--- src/rtl/lsu.sv ---
// lsu: load/store unit bridging the core memory port to a valid/ready data-memory bus.
// Holds the core with Stall until the access completes, then commits in DONE.
module lsu #(
    parameter int TIMEOUT = 16
) (
    input  logic        clk,
    input  logic        reset,
    input  logic        MemRead,
    input  logic        MemWrite,
    input  logic [2:0]  Funct3,
    input  logic [31:0] Addr,
    input  logic [31:0] WriteData,
    output logic [31:0] ReadData,
    output logic        Stall,
    output logic        Fault,
    output logic        mem_req_valid,
    input  logic        mem_req_ready,
    output logic [31:0] mem_req_addr,
    output logic        mem_req_we,
    output logic [31:0] mem_req_wdata,
    output logic [3:0]  mem_req_be,
    input  logic        mem_rsp_valid,
    input  logic [31:0] mem_rsp_rdata
);
    typedef enum logic [1:0] {IDLE, REQ, RSP, DONE} state_t;
    localparam logic [7:0] LAST = 8'(TIMEOUT - 1);

    state_t      r_state, w_next;
    logic [7:0]  r_cnt;
    logic [2:0]  r_f3;
    logic [1:0]  r_off;
    logic        r_fault, r_we;
    logic [31:0] r_rdata, r_addr, r_wdata;
    logic [3:0]  r_be;
    logic        w_access, w_illegal, w_timeout, w_exit;
    logic [3:0]  w_be;
    logic [31:0] w_wdata, w_shift, w_load;

    assign w_access  = MemRead | MemWrite;
    assign w_illegal = (MemRead & MemWrite) | (Funct3[1:0] == 2'b11) | (Funct3[2:1] == 2'b11)
                     | (MemWrite & Funct3[2]) | ((Funct3[1:0] == 2'b01) & Addr[0])
                     | ((Funct3[1:0] == 2'b10) & (Addr[1:0] != 2'b00));
    assign w_be      = Funct3[1:0] == 2'b00 ? 4'b0001 << Addr[1:0]
                     : Funct3[1:0] == 2'b01 ? 4'b0011 << {Addr[1], 1'b0} : 4'b1111;
    assign w_wdata   = Funct3[1:0] == 2'b00 ? {4{WriteData[7:0]}}
                     : Funct3[1:0] == 2'b01 ? {2{WriteData[15:0]}} : WriteData;
    assign w_shift   = mem_rsp_rdata >> {r_off, 3'b000};
    assign w_load    = r_f3 == 3'b000 ? {{24{w_shift[7]}}, w_shift[7:0]}
                     : r_f3 == 3'b100 ? {24'b0, w_shift[7:0]}
                     : r_f3 == 3'b001 ? {{16{w_shift[15]}}, w_shift[15:0]}
                     : r_f3 == 3'b101 ? {16'b0, w_shift[15:0]} : w_shift;
    assign w_timeout = r_cnt >= LAST;
    assign w_exit    = r_state == REQ ? mem_req_ready : mem_rsp_valid;

    assign ReadData      = r_rdata;
    assign mem_req_addr  = r_addr;
    assign mem_req_we    = r_we;
    assign mem_req_wdata = r_wdata;
    assign mem_req_be    = r_be;

    always_comb begin
        w_next        = r_state;
        Stall         = 1'b0;
        mem_req_valid = 1'b0;
        Fault         = 1'b0;
        case (r_state)
            IDLE: begin
                Stall = w_access;
                if (w_access) w_next = w_illegal ? DONE : REQ;
            end
            REQ: begin
                Stall         = 1'b1;
                mem_req_valid = 1'b1;
                if (mem_req_ready) w_next = RSP;
                else if (w_timeout) w_next = DONE;
            end
            RSP: begin
                Stall = 1'b1;
                if (mem_rsp_valid | w_timeout) w_next = DONE;
            end
            default: begin
                Fault  = r_fault;
                w_next = IDLE;
            end
        endcase
        if (!reset) Stall = 1'b0;
    end

    always_ff @(posedge clk) begin
        if (!reset) begin
            r_state <= IDLE;
            r_cnt   <= '0;
            r_fault <= 1'b0;
            r_rdata <= '0;
            r_addr  <= '0;
            r_we    <= 1'b0;
            r_wdata <= '0;
            r_be    <= '0;
            r_f3    <= '0;
            r_off   <= '0;
        end else begin
            r_state <= w_next;
            if (r_state == IDLE && w_access) begin
                r_fault <= w_illegal;
                r_cnt   <= '0;
                if (w_illegal) begin
                    r_rdata <= '0;
                end else begin
                    r_addr  <= {Addr[31:2], 2'b00};
                    r_we    <= MemWrite;
                    r_wdata <= w_wdata;
                    r_be    <= w_be;
                    r_f3    <= Funct3;
                    r_off   <= Addr[1:0];
                end
            end
            // an arriving exit condition wins over an expiring budget
            if (r_state == REQ || r_state == RSP) begin
                r_cnt <= r_cnt + 8'd1;
                if (w_timeout && !w_exit) begin
                    r_fault <= 1'b1;
                    r_rdata <= '0;
                end else if (r_state == RSP && mem_rsp_valid && !r_we) begin
                    r_rdata <= w_load;
                end
            end
        end
    end
endmodule
--- config.mk ---
export PLATFORM = sky130hd
export DESIGN_NAME = lsu
export DESIGN_NICKNAME = d
export VERILOG_FILES = /design/src/rtl/lsu.sv
export SDC_FILE = /design/constraint.sdc
export NUM_CORES = 1
export LEC_CHECK = 0
export ABC_AREA = 1
export CORE_ASPECT_RATIO = 1.2
export CORE_MARGIN = 5
export CORE_UTILIZATION = 35
export DETAILED_ROUTE_END_ITERATION = 7
export HOLD_SLACK_MARGIN = 0.06
export PLACE_DENSITY_LB_ADDON = 0.05
export SETUP_SLACK_MARGIN = 0.15
export SLEW_MARGIN = 30
export SYNTH_ARGS = -nofsm -noshare
export SYNTH_HDL_FRONTEND = slang
export SYNTH_SLANG_ARGS = --single-unit
--- constraint.sdc ---
create_clock -name clk -period 3.9 [get_ports clk]
set_input_delay 0.975 -clock clk [delete_from_list [all_inputs] [get_ports clk]]
set_output_delay 0.975 -clock clk [all_outputs]
set_load 0.005 [all_outputs]
==> results of run 1 <==
==> registers in the layout, indices dropped and copies added, names as in the netlist <==
name / flops
r_cnt: 8
mem_req_wdata: 32
mem_req_addr: 30
mem_req_be: 4
r_off: 2
mem_req_we: 1
r_f3: 3
r_state: 2
r_fault: 1
ReadData: 32
==> critical path: stages <==
cell and delay (ns):
sky130_fd_sc_hd__clkdlybuf4s50_1 0.49, sky130_fd_sc_hd__nor2_1 0.07, sky130_fd_sc_hd__nor2_1 0.12, sky130_fd_sc_hd__inv_1 0.09, sky130_fd_sc_hd__nand2_1 0.08, sky130_fd_sc_hd__inv_1 0.07
sky130_fd_sc_hd__nor3_1 0.14, sky130_fd_sc_hd__clkdlybuf4s50_1 0.53
==> cell usage in the layout (no fill, tap or decap), types with 8 or more instances in the layout <==
| cell type | instances |
|---|---|
| sky130_fd_sc_hd__nand2_1 | 349 |
| sky130_fd_sc_hd__clkdlybuf4s50_1 | 206 |
| sky130_fd_sc_hd__dfxtp_1 | 115 |
| sky130_fd_sc_hd__a21oi_1 | 115 |
| sky130_fd_sc_hd__nor2_1 | 52 |
| sky130_fd_sc_hd__inv_1 | 39 |
| sky130_fd_sc_hd__o21ai_0 | 38 |
| sky130_fd_sc_hd__nand3_1 | 30 |
| sky130_fd_sc_hd__o211ai_1 | 22 |
| sky130_fd_sc_hd__clkbuf_16 | 17 |
| sky130_fd_sc_hd__buf_4 | 8 |
==> worst max path at each step <==
| stage | startpoint | end | slack, ns | depth (start not counted) |
|---|---|---|---|---|
| after global routing | MemWrite | Stall | 0.21 | 8 |
| final | MemWrite | Stall | 0.35 | 8 |
| after detailed placement | MemWrite | Stall | 0.35 | 8 |
| after CTS | MemWrite | Stall | 0.34 | 8 |
| after floorplan | MemWrite | Stall | 1.28 | 6 |
| after global placement | MemWrite | Stall | 0.38 | 8 |
==> area by class of cell <==
class                           count  area, sq um
Fill cell                        1648         7220
Clock inverter                     14          176
Multi-Input combinational cell    628         2780
Inverter                           43          161
Timing Repair Buffer              217         2180
Tap cell                          208          260
Sequential cell                   115         2300
Clock buffer                       18          429
==> through the flow <==
| step | util (%) | instance area [sq um] |
|---|---|---|
| after floorplan | - | 5500 |
| after global placement | 49.5 | 7690 |
| after detailed placement | 49.5 | 7690 |
| after CTS | 53.4 | 8290 |
| after global routing | 53.4 | 8290 |
| final | 53.4 | 8290 |
==> layer usage <==
layer  track usage [%]  share of wire, %  vias to the layer above
li1                  -                 -                     3051
met2              32.7                49                      162
met1              21.4                41                     2662
met5                 0                 0                        -
met3              8.62               9.5                       10
met4              5.21              0.90                        0
==> power by group through the flow <==
stage | logic, uW | clock network [uW] | registers, uW
after global routing | 1290 | 1690 | 1390
after floorplan | 631 | 0 | 1400
after detailed placement | 1150 | 0 | 1400
final | 1140 | 1600 | 1380
after global placement | 1160 | 0 | 1400
after CTS | 1160 | 1630 | 1380
==> kinds of logic (layout without fill, tap and decap cells) <==
logic type	Yosys count	in the layout	synth area share [%]
compound gates	178	178	17.3
fa+ha+maj	6	6	1.37
buf+inv	97	292	7.83
flops	115	115	41.9
other cells	1	2	0.0682
simple gates	442	442	31.6
==> out/summary.json, run 1 <==
{
  "status": {"value": "finished, final reports clean"},
  "synth.distinct_cells": {"value": 24},
  "totalNegativeSetupSlack": {"value": 0, "unit": "ns"},
  "postSynth.topFlopCell": {"value": "sky130_fd_sc_hd__dfxtp_1"},
  "slew_violations": {"value": 0},
  "ctsResizeCount": {"value": 0},
  "worst_min_delay_path_startpoint": {"value": "mem_req_wdata[23]$_SDFFE_PN0P_"},
  "wire_length_of_the_first_global_routing_pass": {"value": 28600, "unit": "um"},
  "powerDensity": {"value": 497, "unit": "mW/mm^2"},
  "hold_end": {"value": "mem_req_wdata[23]$_SDFFE_PN0P_"},
  "synth.cell_area": {"value": 0.00550, "unit": "sq mm"},
  "gr-total-overflow": {"value": 0},
  "grt_use_total": {"value": 19.0, "unit": "%"},
  "post-synth-top-area-cell": {"value": "sky130_fd_sc_hd__dfxtp_1"},
  "ctsRootBufferMaster": {"value": "sky130_fd_sc_hd__clkbuf_16"},
  "synth.area.top_cells": {"value": "sky130_fd_sc_hd__dfxtp_1, sky130_fd_sc_hd__nand2_1, sky130_fd_sc_hd__a21oi_1"},
  "critical_path_required": {"value": 2.92, "unit": "ns"},
  "fin_crit": {"value": 3.55, "unit": "ns"},
  "holdBufCountCts": {"value": 0},
  "ant_nets": {"value": 0},
  "dp_slack": {"value": 0.347, "unit": "ns"},
  "drt_first_pass_iters": {"value": 4},
  "r2r.worst_path.cells": {"value": 10},
  "r2r_setup_slack": {"value": 1.22, "unit": "ns"},
  "detailedRoute.firstIterationViolations": {"value": 347},
  "core": {"value": 0.0155, "unit": "sq mm"},
  "rows": {"value": 50},
  "yosys_warnings": {"value": 0},
  "insertedDiodeCount": {"value": 0},
  "fp.dieArea": {"value": 0.0183, "unit": "sq mm"},
  "final_cell_count_no_fill": {"value": 1243},
  "fin_skew": {"value": 0.00731, "unit": "ns"},
  "power.share.sequential": {"value": 33.4, "unit": "%"},
  "max_slew.worst_pin.slew": {"value": 0.840, "unit": "ns"},
  "total_power": {"value": 4120, "unit": "uW"},
  "first_global_vias": {"value": 5622},
  "clock-sinks": {"value": 115},
  "p_int": {"value": 2830, "unit": "uW"},
  "critPathMaxFanout": {"value": 3},
  "critical_path_arrival": {"value": 2.57, "unit": "ns"},
  "ys_ff_latch": {"value": 115},
  "routabilityCongestion": {"value": 0.835},
  "layout-drive-gt1-share": {"value": 4.73, "unit": "%"},
  "drt-vias-per-instance": {"value": 4.73},
  "cts-buffers-inserted": {"value": 17},
  "hold_class": {"value": "flop to flop"},
  "r2r_start": {"value": "r_off[0]$_SDFFE_PN0P_"},
  "cap_viol_max_count": {"value": 0},
  "nNetsFinal": {"value": 1133},
  "area.growth.synth_to_final": {"value": 50.9, "unit": "%"},
  "netlist.area_leader.share": {"value": 41.9, "unit": "%"},
  "post_cts_repair_setup_buffers": {"value": 0},
  "r2r_end": {"value": "ReadData[8]$_SDFF_PN0_"},
  "yosysMostFrequentCell": {"value": "sky130_fd_sc_hd__nand2_1"},
  "post-route-drc-count": {"value": 0},
  "pwr-share-comb": {"value": 27.8, "unit": "%"},
  "number_of_synthesized_flops_with_an_enable_pin": {"value": 0},
  "synth-async-reset-ratio": {"value": 0, "unit": "%"},
  "power.switching": {"value": 1280, "unit": "uW"},
  "boundaryPins": {"value": 209},
  "route.vias.total": {"value": 5885},
  "synth.avg_cell_area": {"value": 6.55, "unit": "sq um"},
  "routedWlPerCell": {"value": 14.4, "unit": "um"},
  "clock_insertion_delay_worst_skew": {"value": 0.41, "unit": "ns"},
  "switching_share": {"value": 31.2, "unit": "%"},
  "whs": {"value": 0.461, "unit": "ns"},
  "synth_cell_count_leaders": {"value": "sky130_fd_sc_hd__nand2_1, sky130_fd_sc_hd__a21oi_1, sky130_fd_sc_hd__dfxtp_1"},
  "fp.dieW": {"value": 124, "unit": "um"},
  "placed_cells": {"value": 1211},
  "rsz_0062_raised_after_global_routing": {"value": "no"},
  "clockPowerShare": {"value": 38.8, "unit": "%"},
  "grt_max_degree": {"value": 80},
  "total_leakage_power": {"value": 0.00325, "unit": "uW"},
  "initial_util": {"value": 35.4, "unit": "%"},
  "finalHoldViolCount": {"value": 0},
  "end_kind": {"value": "output port"},
  "grt_antenna_before_repair": {"value": 0},
  "die_y": {"value": 147, "unit": "um"},
  "hold-path-cell-count": {"value": 2},
  "fmax": {"value": 282, "unit": "MHz"},
  "post-dp-hpwl": {"value": 12700, "unit": "um"},
  "place.port_buffers": {"value": 206},
  "min_period_over_period": {"value": 91.0, "unit": "%"},
  "timing.setup.critical_path_class": {"value": "input port to output port"},
  "timing.final.ws_setup": {"value": 0.352, "unit": "ns"},
  "max-clock-path-buffers": {"value": 2},
  "peak_supply_drop": {"value": 0.000247, "unit": "V"},
  "clkSlewWorstSetupHoldPaths": {"value": 0.06, "unit": "ns"},
  "totalWireLength": {"value": 17900, "unit": "um"},
  "report.final.setup_viol": {"value": 0},
  "cts.htree.levels": {"value": 4},
  "max_slew_margin": {"value": 44.0, "unit": "%"},
  "tritoncts": {"value": "done"},
  "synthCells": {"value": 839},
  "startpoint_type": {"value": "input port"},
  "share_of_synthesized_area_occupied_by_flip_flops_and_latches": {"value": 41.9, "unit": "%"}
}
Power figures use the tool's default switching activity.
==> run 2: changes to the inputs <==
- ABC_AREA: 1 -> unset
- ABC_CLOCK_PERIOD_IN_PS: unset -> 3900
- CORE_MARGIN: 5 -> 3
==> out/summary.json, run 2 <==
{
  "grt_use_total": {"value": 19.7, "unit": "%", "change": "+0.66 points"},
  "totalNegativeSetupSlack": {"value": 0, "unit": "ns", "change": "unchanged"},
  "placed_cells": {"value": 1014, "change": "-16%"},
  "max_slew_margin": {"value": 41.0, "unit": "%", "change": "-3.0 points"},
  "layout.cells.most_common": {"value": "sky130_fd_sc_hd__clkdlybuf4s50_1"},
  "min_period_over_period": {"value": 90.4, "unit": "%", "change": "-0.62 points"},
  "initial_util": {"value": 36.4, "unit": "%", "change": "+0.98 points"},
  "wire_length_of_the_first_global_routing_pass": {"value": 26800, "unit": "um", "change": "-6.2%"},
  "synthCells": {"value": 649, "change": "-23%"},
  "clock_insertion_delay_worst_skew": {"value": 0.41, "unit": "ns", "change": "about the same"},
  "synth.cell_area": {"value": 0.00533, "unit": "sq mm", "change": "-2.9%"},
  "ctsRootBufferMaster": {"value": "sky130_fd_sc_hd__clkbuf_16"},
  "finalHoldViolCount": {"value": 0, "change": "unchanged"},
  "synth.distinct_cells": {"value": 47, "change": "+96%"},
  "insertedDiodeCount": {"value": 0, "change": "unchanged"},
  "rsz_0062_raised_after_global_routing": {"value": "no"},
  "r2r_setup_slack": {"value": 1.38, "unit": "ns", "change": "+0.16 ns"},
  "first_global_vias": {"value": 5388, "change": "-4.2%"},
  "max_slew.worst_pin.slew": {"value": 0.885, "unit": "ns", "change": "+0.0453 ns"},
  "postSynth.topFlopCell": {"value": "sky130_fd_sc_hd__dfxtp_1"},
  "fin_skew": {"value": 0.00775, "unit": "ns", "change": "+0.000442 ns"},
  "fp.dieW": {"value": 119, "unit": "um", "change": "-4.6%"},
  "hold_end": {"value": "mem_req_addr[7]$_SDFFE_PN0P_"},
  "post_cts_repair_setup_buffers": {"value": 0, "change": "unchanged"},
  "yosysMostFrequentCell": {"value": "sky130_fd_sc_hd__nand2_1"},
  "worst_min_delay_path_startpoint": {"value": "mem_req_addr[7]$_SDFFE_PN0P_"},
  "gr-total-overflow": {"value": 0, "change": "unchanged"},
  "drt-vias-per-instance": {"value": 5.07, "change": "+7.1%"},
  "die_y": {"value": 141, "unit": "um", "change": "-4.1%"},
  "synth.avg_cell_area": {"value": 8.22, "unit": "sq um", "change": "+25%"},
  "layout-drive-gt1-share": {"value": 7.80, "unit": "%", "change": "+3.1 points"},
  "critical_path_arrival": {"value": 2.55, "unit": "ns", "change": "-0.02 ns"},
  "slew_violations": {"value": 0, "change": "unchanged"},
  "hold_class": {"value": "flop to flop"},
  "timing.setup.critical_path_class": {"value": "input port to output port"},
  "post-synth-top-area-cell": {"value": "sky130_fd_sc_hd__dfxtp_1"},
  "drt_first_pass_iters": {"value": 4, "change": "unchanged"},
  "powerDensity": {"value": 488, "unit": "mW/mm^2", "change": "-1.8%"},
  "report.final.setup_viol": {"value": 0, "change": "unchanged"},
  "startpoint_type": {"value": "input port"},
  "fmax": {"value": 284, "unit": "MHz", "change": "+0.69%"},
  "synth-async-reset-ratio": {"value": 0, "unit": "%", "change": "unchanged"},
  "rows": {"value": 48, "change": "-4.0%"},
  "hold-path-cell-count": {"value": 2, "change": "unchanged"},
  "clkSlewWorstSetupHoldPaths": {"value": 0.05, "unit": "ns", "change": "about the same"},
  "cts.htree.levels": {"value": 4, "change": "unchanged"},
  "r2r_start": {"value": "r_off[0]$_SDFFE_PN0P_"},
  "timing.final.ws_setup": {"value": 0.376, "unit": "ns", "change": "+0.0242 ns"},
  "cap_viol_max_count": {"value": 0, "change": "unchanged"},
  "fin_crit": {"value": 3.52, "unit": "ns", "change": "-0.0242 ns"},
  "number_of_synthesized_flops_with_an_enable_pin": {"value": 0, "change": "unchanged"},
  "place.port_buffers": {"value": 206, "change": "unchanged"},
  "post-route-drc-count": {"value": 0, "change": "unchanged"},
  "totalWireLength": {"value": 16600, "unit": "um", "change": "-7.3%"},
  "r2r_end": {"value": "ReadData[18]$_SDFF_PN0_"},
  "grt_antenna_before_repair": {"value": 0, "change": "unchanged"},
  "nNetsFinal": {"value": 944, "change": "-17%"},
  "tritoncts": {"value": "done"},
  "critical_path_required": {"value": 2.92, "unit": "ns", "change": "about the same"},
  "ctsResizeCount": {"value": 0, "change": "unchanged"},
  "layout.cells.most_common_list": {"value": "sky130_fd_sc_hd__clkdlybuf4s50_1, sky130_fd_sc_hd__nand2_1, sky130_fd_sc_hd__dfxtp_1"},
  "cts-buffers-inserted": {"value": 17, "change": "unchanged"},
  "grt_max_degree": {"value": 90, "change": "+13%"},
  "fp.dieArea": {"value": 0.0168, "unit": "sq mm", "change": "-8.5%"},
  "max-clock-path-buffers": {"value": 2, "change": "unchanged"},
  "share_of_synthesized_area_occupied_by_flip_flops_and_latches": {"value": 43.2, "unit": "%", "change": "+1.3 points"},
  "critPathMaxFanout": {"value": 6, "change": "+3"},
  "post-dp-hpwl": {"value": 11900, "unit": "um", "change": "-6.4%"},
  "peak_supply_drop": {"value": 0.000263, "unit": "V", "change": "+6.4%"},
  "routedWlPerCell": {"value": 15.9, "unit": "um", "change": "+10%"},
  "boundaryPins": {"value": 209, "change": "unchanged"},
  "netlist.area_leader.share": {"value": 43.2, "unit": "%", "change": "+1.3 points"},
  "fill_cells": {"value": 1396, "change": "-15%"},
  "synth.area.top_cells": {"value": "sky130_fd_sc_hd__dfxtp_1, sky130_fd_sc_hd__nand2_1, sky130_fd_sc_hd__a21oi_1"},
  "ys_ff_latch": {"value": 115, "change": "unchanged"},
  "synth_cell_count_leaders": {"value": "sky130_fd_sc_hd__nand2_1, sky130_fd_sc_hd__dfxtp_1, sky130_fd_sc_hd__a21oi_1"},
  "core": {"value": 0.0147, "unit": "sq mm", "change": "-5.5%"},
  "area.growth.synth_to_final": {"value": 51.9, "unit": "%"},
  "ant_nets": {"value": 0, "change": "unchanged"},
  "holdBufCountCts": {"value": 0, "change": "unchanged"},
  "end_kind": {"value": "output port"},
  "whs": {"value": 0.451, "unit": "ns", "change": "-0.0103 ns"},
  "routabilityCongestion": {"value": 0.804, "change": "-3.8%"},
  "clock-sinks": {"value": 115, "change": "unchanged"},
  "r2r.worst_path.cells": {"value": 4, "change": "-6"},
  "final_cell_count_no_fill": {"value": 1046, "change": "-16%"},
  "total_leakage_power": {"value": 0.00276, "unit": "uW", "change": "-15%"},
  "detailedRoute.firstIterationViolations": {"value": 272, "change": "-22%"},
  "yosys_warnings": {"value": 0, "change": "unchanged"},
  "route.vias.total": {"value": 5305, "change": "-9.9%"},
  "dp_slack": {"value": 0.369, "unit": "ns", "change": "+0.0213 ns"},
  "status": {"value": "finished, final reports clean"}
}
[run 2: cell count changes after synthesis, sizes merged, moves of 11 or more]
cell	previous run	this run
mux2i	0	26
a21oi	116	71
o21ai	39	26
inv	42	7
nand3b	0	11
nand2	349	157
o211ai	22	11
nand3	30	10
a211oi	0	28
[run 2: final cells by class]
type                    count  area [sq um]  share of cell area (%)
multi-input cells         475          2790                    34.4
flip-flops and latches    115          2300                    28.4
repair buffers            217          2160                    26.6
clock buffers              24           502                    6.19
well taps                 200           250                    3.09
clock inverters             8          75.1                   0.927
inverters                   7          26.3                   0.324
[run 2: where the power goes]
part           leakage (uW)  switching [uW]  internal (uW)  total, uW
clock network      0.000274             537            956       1490
logic               0.00155             542            536       1080
registers          0.000933            84.0           1300       1380
total               0.00276            1160           2790       3950
[run 2: worst max path at each step]
stage,from,endpoint,slack (ns),cells after the start
detailed placement,MemWrite,Stall,0.37,5
global placement,MemWrite,Stall,0.37,5
finish,MemWrite,Stall,0.38,5
floorplan,reset,Stall,1.26,4
CTS,MemWrite,Stall,0.37,5
global route,MemWrite,Stall,0.27,5
[run 2: cells by family after synthesis]
logic type	Yosys count	share of synthesized area, %
AOI/OAI and AO/OA	169	20.1
adders and majority gates	6	1.41
buffers and inverters	60	4.64
DFF	115	43.2
muxes	43	10.2
other	1	0.0703
and+or+nand+nor	255	20.4
[run 2: worst max-delay path, cell delays in order]
cell                              delay (ns)
sky130_fd_sc_hd__clkdlybuf4s50_1        0.56
sky130_fd_sc_hd__o21a_1                 0.21
sky130_fd_sc_hd__nor2_1                 0.11
sky130_fd_sc_hd__nor3_1                 0.17
sky130_fd_sc_hd__clkdlybuf4s50_1        0.53
[run 2: through the flow]
step	cell area (sq um)	utilization [%]	power, uW
after floorplan	5340	-	1990
after detailed placement	7520	51.3	2490
final	8100	55.3	3950
after CTS	8100	55.3	4000
after global placement	7520	51.3	2460
after global routing	8100	55.3	4170
[run 2: layer usage]
metal	wire (um)	global-route usage (%)	vias up	share of wire, %
li1	-	-	2641	-
met1	6610	21.5	2476	40
met2	8310	34.2	165	50
met3	1430	8.03	23	8.6
met4	306	7.50	0	1.8
met5	0	0	-	0
==> run 3: changes to the inputs <==
- ABC_AREA: unset -> 1
- ABC_CLOCK_PERIOD_IN_PS: 3900 -> 3800
- SETUP_SLACK_MARGIN: 0.15 -> unset
- clock period: 3.9 -> 3.8 ns (I/O delays scaled with it)
==> out/summary.json, run 3 (synthesis gave the netlist of run 1 again) <==
{
  "status": {"value": "finished, final reports clean"},
  "slew_violations": {"value": 0, "change": "unchanged"},
  "initial_util": {"value": 36.1, "unit": "%", "change": "-0.26 points"},
  "drt-met1-wl": {"value": 7260, "unit": "um", "change": "+9.9%"},
  "post-route-drc-count": {"value": 0, "change": "unchanged"},
  "max-clock-path-buffers": {"value": 2, "change": "unchanged"},
  "critPathMaxFanout": {"value": 3, "change": "-3"},
  "timing.critical_path.cells": {"value": "clkdlybuf4s50_1, nor2_1, nor2_1, inv_1, nand2_1, inv_1, nor3_1, clkdlybuf4s50_1"},
  "wire_length_of_the_first_global_routing_pass": {"value": 27700, "unit": "um", "change": "+3.3%"},
  "max_slew.worst_pin.slew": {"value": 0.810, "unit": "ns", "change": "-0.0753 ns"},
  "clkSlewWorstSetupHoldPaths": {"value": 0.06, "unit": "ns", "change": "about the same"},
  "cap_viol_max_count": {"value": 0, "change": "unchanged"},
  "grt_use_total": {"value": 20.1, "unit": "%", "change": "+0.37 points"},
  "routedWlPerCell": {"value": 14.0, "unit": "um", "change": "-12%"},
  "rsz_0062_raised_after_global_routing": {"value": "no"},
  "ctsResizeCount": {"value": 0, "change": "unchanged"},
  "min_period_over_period": {"value": 91.5, "unit": "%"},
  "detailedRoute.firstIterationViolations": {"value": 372, "change": "+37%"},
  "peak_supply_drop": {"value": 0.000249, "unit": "V", "change": "-5.1%"},
  "dr.max_layer_used": {"value": "met4"},
  "rows": {"value": 49, "change": "+2.1%"},
  "grt_max_degree": {"value": 72, "change": "-20%"},
  "die_y": {"value": 143, "unit": "um", "change": "+1.4%"},
  "clock_insertion_delay_worst_skew": {"value": 0.41, "unit": "ns", "change": "about the same"},
  "area.growth.synth_to_final": {"value": 50.8, "unit": "%"},
  "grt_antenna_before_repair": {"value": 0, "change": "unchanged"},
  "core": {"value": 0.0152, "unit": "sq mm", "change": "+3.8%"},
  "worst_path_max_delay_cell": {"value": "sky130_fd_sc_hd__clkdlybuf4s50_1"},
  "cts-buffers-inserted": {"value": 17, "change": "unchanged"},
  "critical_path_arrival": {"value": 2.53, "unit": "ns", "change": "-0.02 ns"},
  "ctsRootBufferMaster": {"value": "sky130_fd_sc_hd__clkbuf_16"},
  "startpoint_type": {"value": "input port"},
  "fin_crit": {"value": 3.48, "unit": "ns"},
  "fin_skew": {"value": 0.00884, "unit": "ns", "change": "+0.00109 ns"},
  "totalWireLength": {"value": 17400, "unit": "um", "change": "+4.7%"},
  "route.vias.total": {"value": 5858, "change": "+10%"},
  "max_slew_margin": {"value": 46.0, "unit": "%", "change": "+5.0 points"},
  "cts.htree.levels": {"value": 4, "change": "unchanged"},
  "drt_first_pass_iters": {"value": 5, "change": "+1"},
  "fp.dieArea": {"value": 0.0172, "unit": "sq mm", "change": "+2.9%"},
  "finish.utilization": {"value": 54.5, "unit": "%", "change": "-0.78 points"},
  "report.final.setup_viol": {"value": 0, "change": "unchanged"},
  "critical_path_required": {"value": 2.85, "unit": "ns", "change": "-0.07 ns"},
  "boundaryPins": {"value": 209, "change": "unchanged"},
  "holdBufCountCts": {"value": 0, "change": "unchanged"},
  "layout.cells.most_common": {"value": "sky130_fd_sc_hd__nand2_1"},
  "gr-total-overflow": {"value": 0, "change": "unchanged"},
  "powerDensity": {"value": 510, "unit": "mW/mm^2", "change": "+4.5%"},
  "wl_met2": {"value": 8410, "unit": "um", "change": "+1.2%"},
  "place.port_buffers": {"value": 206, "change": "unchanged"},
  "ant_nets": {"value": 0, "change": "unchanged"},
  "finalHoldViolCount": {"value": 0, "change": "unchanged"},
  "fp.dieW": {"value": 120, "unit": "um", "change": "+1.4%"},
  "fmax": {"value": 288, "unit": "MHz"},
  "routabilityCongestion": {"value": 0.846, "change": "+5.3%"},
  "total_leakage_power": {"value": 0.00325, "unit": "uW", "change": "+18%"},
  "first_global_vias": {"value": 5440, "change": "+0.97%"},
  "drt-vias-per-instance": {"value": 4.72, "change": "-6.9%"},
  "end_kind": {"value": "output port"},
  "tritoncts": {"value": "done"},
  "post_cts_repair_setup_buffers": {"value": 0, "change": "unchanged"},
  "layout.cells.most_common_list": {"value": "sky130_fd_sc_hd__nand2_1, sky130_fd_sc_hd__clkdlybuf4s50_1, sky130_fd_sc_hd__dfxtp_1, sky130_fd_sc_hd__a21oi_1, sky130_fd_sc_hd__nor2_1"},
  "hold_class": {"value": "flop to flop"},
  "layout-drive-gt1-share": {"value": 4.92, "unit": "%", "change": "-2.9 points"},
  "routed-wl-met3": {"value": 1510, "unit": "um", "change": "+6.0%"},
  "cpPeakStageDelay": {"value": 0.52, "unit": "ns", "change": "-0.04 ns"},
  "timing.setup.critical_path_class": {"value": "input port to output port"},
  "totalNegativeSetupSlack": {"value": 0, "unit": "ns", "change": "unchanged"},
  "whs": {"value": 0.461, "unit": "ns", "change": "+0.0101 ns"},
  "clock-sinks": {"value": 115, "change": "unchanged"},
  "post-dp-hpwl": {"value": 12300, "unit": "um", "change": "+3.6%"},
  "nNetsFinal": {"value": 1134, "change": "+20%"}
}
[run 3: cell types whose count changed in the layout (fill, tap and decap cells not counted), sizes merged, moves of 13 or more]
cell | previous run | this run
inv | 7 | 45
nand3 | 10 | 30
mux2i | 26 | 0
nand2 | 157 | 349
a211oi | 28 | 0
a21oi | 71 | 116
o21ai | 26 | 39
[run 3: final cells by class]
cell class                      instances  area (sq um)
Fill cell                            1608          6920
Multi-Input combinational cell        628          2770
Timing Repair Buffer                  218          2180
Clock inverter                         14           176
Antenna cell                            1          2.50
Inverter                               43           161
Clock buffer                           18           439
Tap cell                              204           255
Sequential cell                       115          2300
[run 3: power breakdown]
group	internal, uW	switching [uW]
logic	532	629
clock network	1060	594
registers	1340	75.2
[run 3: worst paths after layout]
check                                start                       endpoint  slack [ns]  cells after the start
min          mem_req_addr[20]$_SDFFE_PN0P_  mem_req_addr[20]$_SDFFE_PN0P_        0.46                      2
min reg2reg  mem_req_addr[20]$_SDFFE_PN0P_  mem_req_addr[20]$_SDFFE_PN0P_        0.46                      2
max                               MemWrite                          Stall        0.32                      8
max reg2reg          r_off[0]$_SDFFE_PN0P_        ReadData[10]$_SDFF_PN0_        1.28                     10
[run 3: metrics by stage]
step | power [uW] | cell area (sq um) | worst slack, ns | cells
after global placement | 2610 | 7670 | 0.358 | 1208
after detailed placement | 2610 | 7670 | 0.330 | 1208
final | 4220 | 8290 | 0.323 | 1241
after global routing | 4480 | 8280 | 0.167 | 1240
after floorplan | 2090 | 5500 | 1.23 | 840
after CTS | 4280 | 8280 | 0.316 | 1240
[run 3: worst max-delay path: cells and delay by family]
kind | cells | cell delay [ns]
AND/OR/NAND/NOR | 4 | 0.40
buffers and inverters | 4 | 1.17
[run 3: layer usage]
layer	track usage [%]	vias to the layer above
li1	-	3071
met1	24.1	2605
met2	32.9	162
met3	8.32	20
met4	6.15	0
met5	0	-
